--- config.mk ---
export PLATFORM = sky130hd
export DESIGN_NAME = seg_scan
export DESIGN_NICKNAME = d
export VERILOG_FILES = /design/src/rtl/seg_pkg.sv /design/src/rtl/bcd_to_seg.sv /design/src/rtl/seg_scan.sv
export SDC_FILE = /design/constraint.sdc
export NUM_CORES = 1
export LEC_CHECK = 0
export BUFFER_PORTS_ARGS = -buffer_cell sky130_fd_sc_hd__clkbuf_2
export CORE_MARGIN = 2
export CORE_UTILIZATION = 50
export CTS_CLUSTER_DIAMETER = 40
export DETAILED_ROUTE_END_ITERATION = 16
export PLACE_DENSITY = 0.75
export SLEW_MARGIN = 10
export SYNTH_ARGS = -nofsm -noshare
export SYNTH_HDL_FRONTEND = slang
export SYNTH_SLANG_ARGS = --single-unit
--- constraint.sdc ---
create_clock -name clk -period 2.4 [get_ports clk]
set_clock_uncertainty 0.2 [all_clocks]
set_input_delay 0.12 -clock clk [delete_from_list [all_inputs] [get_ports clk]]
set_output_delay 0.12 -clock clk [all_outputs]
set_load 0.01 [all_outputs]
--- src/rtl/seg_pkg.sv ---
// Shared constants for the 6-digit multiplexed 7-segment scanner.
// Segment codes are active-low {g,f,e,d,c,b,a}; the dp bit is added by the scanner.
// digit_nibble() selects digit k's BCD nibble from the packed {hr,mn,sd} word.
package seg_pkg;

    localparam int NUM_DIGITS = 6;
    localparam int NIB_W      = 4;
    localparam int IDX_W      = 3;
    localparam int TM_W       = NUM_DIGITS * NIB_W;

    localparam logic [6:0] SEG_0    = 7'h40;
    localparam logic [6:0] SEG_1    = 7'h79;
    localparam logic [6:0] SEG_2    = 7'h24;
    localparam logic [6:0] SEG_3    = 7'h30;
    localparam logic [6:0] SEG_4    = 7'h19;
    localparam logic [6:0] SEG_5    = 7'h12;
    localparam logic [6:0] SEG_6    = 7'h02;
    localparam logic [6:0] SEG_7    = 7'h78;
    localparam logic [6:0] SEG_8    = 7'h00;
    localparam logic [6:0] SEG_9    = 7'h10;
    localparam logic [6:0] SEG_DASH = 7'h3F;
    localparam logic [6:0] SEG_OFF  = 7'h7F;

    // Digit k lives in word[4k+3:4k]; digit 0 is the seconds units.
    function automatic logic [NIB_W-1:0] digit_nibble(
        input logic [TM_W-1:0]  word,
        input logic [IDX_W-1:0] idx
    );
        logic [NIB_W-1:0] nib;
        nib = '0;
        for (int k = 0; k < NUM_DIGITS; k++) begin
            if (idx == IDX_W'(k)) begin
                nib = word[k*NIB_W +: NIB_W];
            end
        end
        return nib;
    endfunction

endpackage

--- src/rtl/bcd_to_seg.sv ---
// BCD nibble to active-low 7-segment decoder; values A..F show a dash (g only).
// Latency: combinational. Backpressure: none.
// Ports: nib_i (BCD nibble), seg_o (active-low {g,f,e,d,c,b,a}).
module bcd_to_seg
    import seg_pkg::*;
(
    input  logic [NIB_W-1:0] nib_i,
    output logic [6:0]       seg_o
);

    always_comb begin
        seg_o = SEG_DASH;
        case (nib_i)
            4'd0: seg_o = SEG_0;
            4'd1: seg_o = SEG_1;
            4'd2: seg_o = SEG_2;
            4'd3: seg_o = SEG_3;
            4'd4: seg_o = SEG_4;
            4'd5: seg_o = SEG_5;
            4'd6: seg_o = SEG_6;
            4'd7: seg_o = SEG_7;
            4'd8: seg_o = SEG_8;
            4'd9: seg_o = SEG_9;
            default: seg_o = SEG_DASH;
        endcase
    end

endmodule

--- src/rtl/seg_scan.sv ---
// 6-digit common-anode 7-segment scanner with frame-coherent snapshot and anti-ghost blanking.
// Latency: an/seg registered, one cycle behind div/idx/snap. Backpressure: none (free-running scan).
// Ports: clk, rst_n (async active-low); tm packed BCD {hr,mn,sd}; dp_mask live per-digit dp;
//        an active-low anodes; seg active-low {dp,g..a}; blink_mask only with SEG_SCAN_BLINK_EN.
// Optional macro SEG_SCAN_BLINK_EN adds blink_mask, a frame counter and a blink phase.
module seg_scan
    import seg_pkg::*;
#(
    parameter int SCAN_DIV     = 50000,
    parameter int BLANK_CYC    = 16
`ifdef SEG_SCAN_BLINK_EN
    ,
    parameter int BLINK_FRAMES = 64
`endif
) (
    input  logic                  clk,
    input  logic                  rst_n,
    input  logic [TM_W-1:0]       tm,
    input  logic [NUM_DIGITS-1:0] dp_mask,
`ifdef SEG_SCAN_BLINK_EN
    input  logic [NUM_DIGITS-1:0] blink_mask,
`endif
    output logic [NUM_DIGITS-1:0] an,
    output logic [7:0]            seg
);

    localparam int               DIV_W     = $clog2(SCAN_DIV);
    localparam logic [DIV_W-1:0] DIV_LAST  = DIV_W'(SCAN_DIV - 1);
    localparam logic [DIV_W-1:0] BLANK_END = DIV_W'(BLANK_CYC);
    localparam logic [IDX_W-1:0] IDX_LAST  = IDX_W'(NUM_DIGITS - 1);

    logic [DIV_W-1:0]      div_q,  div_d;
    logic [IDX_W-1:0]      idx_q,  idx_d;
    logic [TM_W-1:0]       snap_q, snap_d;
    logic [NUM_DIGITS-1:0] an_q,   an_d;
    logic [7:0]            seg_q,  seg_d;

    logic       slot_end;
    logic       frame_end;
    logic       digit_off;
    logic [NIB_W-1:0] cur_nib;
    logic [6:0] cur_code;

    assign slot_end  = (div_q == DIV_LAST);
    assign frame_end = slot_end && (idx_q == IDX_LAST);

    // One decoder shared by all digits, fed by the nibble of the active slot.
    assign cur_nib = digit_nibble(snap_q, idx_q);

    bcd_to_seg u_dec (
        .nib_i (cur_nib),
        .seg_o (cur_code)
    );

`ifdef SEG_SCAN_BLINK_EN
    localparam int              FC_W    = $clog2(BLINK_FRAMES + 1);
    localparam logic [FC_W-1:0] FC_LAST = FC_W'(BLINK_FRAMES - 1);

    logic [FC_W-1:0] frame_cnt_q, frame_cnt_d;
    logic            blink_on_q,  blink_on_d;

    // Phase flips on the frame end that completes BLINK_FRAMES frames.
    always_comb begin
        frame_cnt_d = frame_cnt_q;
        blink_on_d  = blink_on_q;
        if (frame_end) begin
            if (frame_cnt_q == FC_LAST) begin
                frame_cnt_d = '0;
                blink_on_d  = ~blink_on_q;
            end else begin
                frame_cnt_d = frame_cnt_q + 1'b1;
            end
        end
    end

    always_ff @(posedge clk or negedge rst_n) begin
        if (!rst_n) begin
            frame_cnt_q <= '0;
            blink_on_q  <= 1'b1;
        end else begin
            frame_cnt_q <= frame_cnt_d;
            blink_on_q  <= blink_on_d;
        end
    end

    assign digit_off = !blink_on_q && blink_mask[idx_q];
`else
    assign digit_off = 1'b0;
`endif

    // Scan counters and the frame snapshot. tm is only captured as digit 5
    // finishes so a frame never mixes two time values.
    always_comb begin
        div_d  = div_q + 1'b1;
        idx_d  = idx_q;
        snap_d = snap_q;
        if (slot_end) begin
            div_d = '0;
            idx_d = (idx_q == IDX_LAST) ? '0 : idx_q + 1'b1;
        end
        if (frame_end) begin
            snap_d = tm;
        end
    end

    // Output word for the slot in progress. The leading blank cycles of every
    // slot keep all anodes off across each digit change (ghosting guard).
    always_comb begin
        an_d  = '1;
        seg_d = {1'b1, SEG_OFF};
        if (div_q >= BLANK_END) begin
            an_d = ~(NUM_DIGITS'(1) << idx_q);
            if (!digit_off) begin
                seg_d = {~dp_mask[idx_q], cur_code};
            end
        end
    end

    always_ff @(posedge clk or negedge rst_n) begin
        if (!rst_n) begin
            div_q  <= '0;
            idx_q  <= '0;
            snap_q <= '0;
            an_q   <= '1;
            seg_q  <= 8'hFF;
        end else begin
            div_q  <= div_d;
            idx_q  <= idx_d;
            snap_q <= snap_d;
            an_q   <= an_d;
            seg_q  <= seg_d;
        end
    end

    assign an  = an_q;
    assign seg = seg_q;

endmodule

# After elaboration in Yosys (flattened, before gate mapping)
# Memory sizes are Yosys's and may differ from the RTL's.
# Cells that the tools add are included.
# totals
n_memories	1
mem_bits_ro	112
out_inout_bits	14
reg_bits	57
# memory_table
memory	words	word_bits	read_ports	rd_ports_with_merged_regs	write_ports	line	rtl
(name not given)	16	7	1	0	0	bcd_to_seg.sv:13	case (nib_i)
# op_classes
shifts	1
eq_ne	6
n_reduce_logical	2
bitwise	2
addsub	2
magnitude_cmp	2
mux	12
# ops
cell	count
4-bit two-way mux	6
16-bit by 1-bit adder with 16-bit output (second input constant)	1
16-bit equality test (second input constant)	1
16-bit by 5-bit >= comparator with 1-bit output (second input constant)	1
16-bit two-way mux	1
8-bit two-way mux	1
3-bit by 2-bit equality test with 1-bit output (second input constant)	2
3-bit equality test (second input constant)	2
6-bit two-way mux	1
6-bit NOT	1
1-bit by 3-bit left shift with 6-bit output (first input constant)	1
3-bit by 4-bit < comparator with 1-bit output (second input constant)	1
3-bit by 1-bit adder with 3-bit output (second input constant)	1
1-bit binary-select mux with 3-bit select	1
3-bit by 1-bit equality test with 1-bit output (second input constant)	1
3-bit logical NOT	1
3-bit two-way mux	1
1-bit logical AND	1
1-bit two-way mux	1
1-bit NOT	1

# Longest topological paths before layout
# An unclocked memory read counts as a cell.
# logic_depth
word_depth	9
depth_mapped	11
mapped_depth_nobuf	10

# By module
# From an unflattened synthesis, not the netlist that was laid out.
# hier_totals
hier_cells	239
hier_area_um2	2807.7
# by_module_without_submodules
module	cells_each	seq_area_each_um2	area_each_um2	n_inst
seg_scan	208	1443.9	2567.5	1
bcd_to_seg	31	0.0	240.2	1

# Least setup slack after synthesis
# No wires, ideal clock.
# synth_timing
kind	register -> register
startpoint	register idx_q[0]
endpoint	register seg_q[3], in the netlist seg[3]
period_less_slack_ps	2556
path_stages_with_launch	12
slack_ps	-156
arrival_time_ps	2270
n_path_buf	1
path_cell_list	dfrtp_1 > buf_2 > and2_1 > ha_1 > nor2_1 > a21oi_1 > a21oi_1 > a221oi_2 > inv_1 > ha_1 > a21oi_1 > a2111o_1
# synth_between
elab_chain_len	9
elab_cells_between_ends	14
cone_classes	eq/ne: 5; mux: 7; reduce/logical: 1; memory: 1
# synth_rtl
item	line	rtl
start, declared	seg_scan.sv:33	logic [IDX_W-1:0] idx_q, idx_d;
start signal, assigned	seg_scan.sv:128	idx_q <= idx_d;
3-bit logical NOT	seg_pkg.sv:32	if (idx == IDX_W'(k)) begin
4-bit two-way mux (5 in series)	seg_pkg.sv:32	
4-bit two-way mux *	seg_pkg.sv:32	
memory read 16 x 7 bit *	--	
8-bit two-way mux *	seg_scan.sv:111	if (div_q >= BLANK_END) begin
net seg_d[3]	seg_scan.sv:36	logic [7:0] seg_q, seg_d;
end signal, assigned	seg_scan.sv:131	seg_q <= seg_d;
end, declared	seg_scan.sv:36	
# Mark *: on every way through the listed nets, which the timed path passes. The rest lies on a longest branch.
# A chain may end at the register's enable or synchronous reset.

# Worst setup path in the final report
# layout_timing
startpoint	register idx_q[1]
endpoint	register seg_q[3], in the netlist seg[3]
# Same word-level chain as after synthesis.

==> reports/metrics.cfg <==
[drt]
final_routed_wire_length_divided_by_cell_count_um=15.2
drt-vias-per-instance=5.15
detailedRoute.firstIterationViolations=112
vias=2067
final_antenna_net_count=0
drc_errors=0
dr.pass1.iters=4
drt_wl_total_um=6110

[yosys]
yosys_register_bits=57
syn_inst=230
synth_compound_gate_area_share=0.0706
synth_async_sr_flop_share=1.00
synth_edf_count=0
proportion_of_synthesized_area_in_mux_cells=0.165
syn_area_per_cell_um2=11.9
synth_top_flop_cell=dfrtp_1
synth_fp_nets=266
synth_xor_xnor_area_share=0.0446
post_synth_and_or_nand_nor_area_fraction=0.146
synth.yosys.warnings=0
synth_seq_area_share=0.526
synthAdderAreaFrac=0.0182
yosysUniqueCellTypes=44
main_combinational_cell_family_by_area_after_synthesis=multiplexers
syn_std_cell_area_um2=2750

[finish]
final_core_density=0.704
final_layout_size_suffix_gt1_frac=0.411
layout-area-overhead-vs-synth_pct=33.3
fillCellCount=384
ff_latch_area_um2=1450
multi_input_comb_area_um2=1270
final_nets=362
antenna-diode-count=0

[floorplan]
top_level_ports=46
die_area_um2=6100
initial_core_utilization=0.528
floorplan.core_area_um2=5200
fp.dieW_um=78.1
fp-row-count=26
die_height_um=78.1

[sta]
worst_slack_ns=0.0144
maxSlewViolCount=0
fmaxAchievable_mhz=419
setup_viol=0
finalHoldViolCount=0
rsz0062_at_grt=true
maxSlewHeadroom=0.736
tightestPinTransition_ns=0.395
timing.final.crit_period_ns=2.39
fin_crit_sh=0.994

[power]
leakage_nw=1.76
powerDensity_nw_per_um2=531
vdd_ir_drop_max_mv=0.359

[global_routing]
grt_start_max_net_pins=31
wire_length_of_the_first_global_routing_pass_um=9550
first_global_vias=1972
track_usage=0.210
gr-total-overflow=0
antenna_found_initial=0

[clocking]
cts_sinks=57
cts_buffer_depth=2
clock_insertion_delay_worst_skew_ns=0.34
tritoncts=built
cts.htree.levels=3
clkSlewWorstSetupHoldPaths_ns=0.07
number_of_buffers_created_by_cts=9
clock_tree.root_cell=clkbuf_8

[place]
globalplace.congestion=0.908
dpl.hpwl_um=3930
dpl_worst_slack_ns=0.0551
port_buffers=45

[worst_setup_path]
worstSetupPathType=reg2reg
ff2ff_setup_slack_ns=0.01
worstReg2RegStart=idx_q[1]
worst-endpoint-required_ns=2.46
crit-reg2reg-capture=seg[3]
critical_path.endpoint_type=flip-flop
arrival_time_worst_endpoint_ns=2.45
r2r_cells=8
start_kind=flip-flop
path_max_fanout=6

[min_path]
hold_path_class=in2async

[job]
max-cap-violations=0

[outcome]
run_status=completed

[how the worst max path moves through the flow]
| stage | startpoint | end | depth (start not counted) |
|---|---|---|---|
| after CTS | idx_q[1] | seg[3] | 7 |
| after global routing | idx_q[1] | seg[3] | 8 |
| after global placement | idx_q[1] | seg[3] | 10 |
| after detailed placement | idx_q[1] | seg[3] | 10 |
| final | idx_q[1] | seg[3] | 8 |
| after floorplan | idx_q[1] | seg[3] | 11 |
[cell type report]
class                      instances  share of cell area
tap                               70              0.0239
clock buffer                      15              0.0427
multi-input combinational        158               0.347
inverter                           8             0.00820
clock inverter                     1             0.00137
timing repair buffer              92               0.182
sequential                        57               0.395
[synth_stat cells (3+ instances only)]
| cell | n | area [um2] |
|---|---|---|
| dfrtp_1 | 43 | 1080 |
| mux2_4 | 20 | 300 |
| nor2_1 | 20 | 75.1 |
| nand2_1 | 19 | 71.3 |
| dfstp_2 | 14 | 368 |
| o21ai_0 | 10 | 50.1 |
| mux2_2 | 9 | 101 |
| a21oi_1 | 8 | 40.0 |
| inv_1 | 8 | 30.0 |
| nand3_1 | 8 | 40.0 |
| xor2_1 | 8 | 70.1 |
| nor3_1 | 6 | 30.0 |
| xnor2_1 | 6 | 52.6 |
| ha_1 | 4 | 50.1 |
| nor2b_1 | 4 | 25.0 |
| and2_1 | 3 | 18.8 |
| buf_6 | 3 | 33.8 |
| mux2i_1 | 3 | 30.0 |
| nand4_1 | 3 | 18.8 |
[per-stage QoR]
step	power (W)	TNS (ns)	cells	hold WS, ns	instance area [um2]
6_report	0.00194	0	401	0.124	3660
5_1_grt	0.00204	-0.0876	401	0.144	3660
4_1_cts	0.00196	0	396	0.118	3580
3_5_place_dp	0.00117	0	353	-0.0466	3150
3_3_place_gp	0.00117	0	353	-0.0495	3150
2_1_floorplan	0.00109	-0.0101	230	-0.376	2770
[logic make-up after synthesis]
family / Yosys count
fa+ha+maj: 4
buf+inv: 15
flops: 57
compound gates: 30
simple gates: 77
xor+xnor: 14
mux: 33
[what timing repair did]
item | in CTS | in global routing
hold endpoints to repair | 82 | 0
resized for setup | 0 | 8
hold buffers | 27 | 0
setup buffers | 0 | 5
setup endpoints to repair | 0 | 5
[report_power, final]
| part | switching, W | total [W] | internal, W |
|---|---|---|---|
| registers | 0.0000185 | 0.00102 | 0.00100 |
| logic | 0.0000736 | 0.000180 | 0.000106 |
| clock network | 0.000343 | 0.000745 | 0.000403 |
[cells in the final DEF (no fill, tap or decap), types with 3 or more instances in the layout]
cell and count:
clkbuf_2 45, dfrtp_1 41, dlygate4sd3_1 27, mux2_4 20
nand2_1 19, nor2_1 19, buf_4 17, dfstp_2 14
clkbuf_8 10, o21ai_0 9, mux2_2 9, nand3_1 8
xor2_1 8, a21oi_1 7, inv_1 6, nor3_1 6
xnor2_1 6, clkbuf_1 5, nand4_1 3, nor2b_1 3
mux2i_1 3
[critical path: stages, from the launching register on]
cell and delay [ns]:
dfrtp_2 0.42, dlymetal6s2s_1 0.24, nand2b_1 0.24, nor2_1 0.11, a221oi_2 0.31, inv_1 0.12
ha_4 0.28, a21oi_1 0.06, a2111o_1 0.34
[registers in the layout, indices dropped and copies added, names as in the netlist]
register / count
an: 6
div_q: 16
idx_q: 3
seg: 8
snap_q: 24
[per-layer routing]
layer	vias to the layer above	routed length, um	global-route usage
met5	-	0	0
met4	0	165	0.105
met3	15	275	0.0701
met2	56	2960	0.320
met1	999	2710	0.268
li1	997	-	-
(Power assumes the default switching activity.)
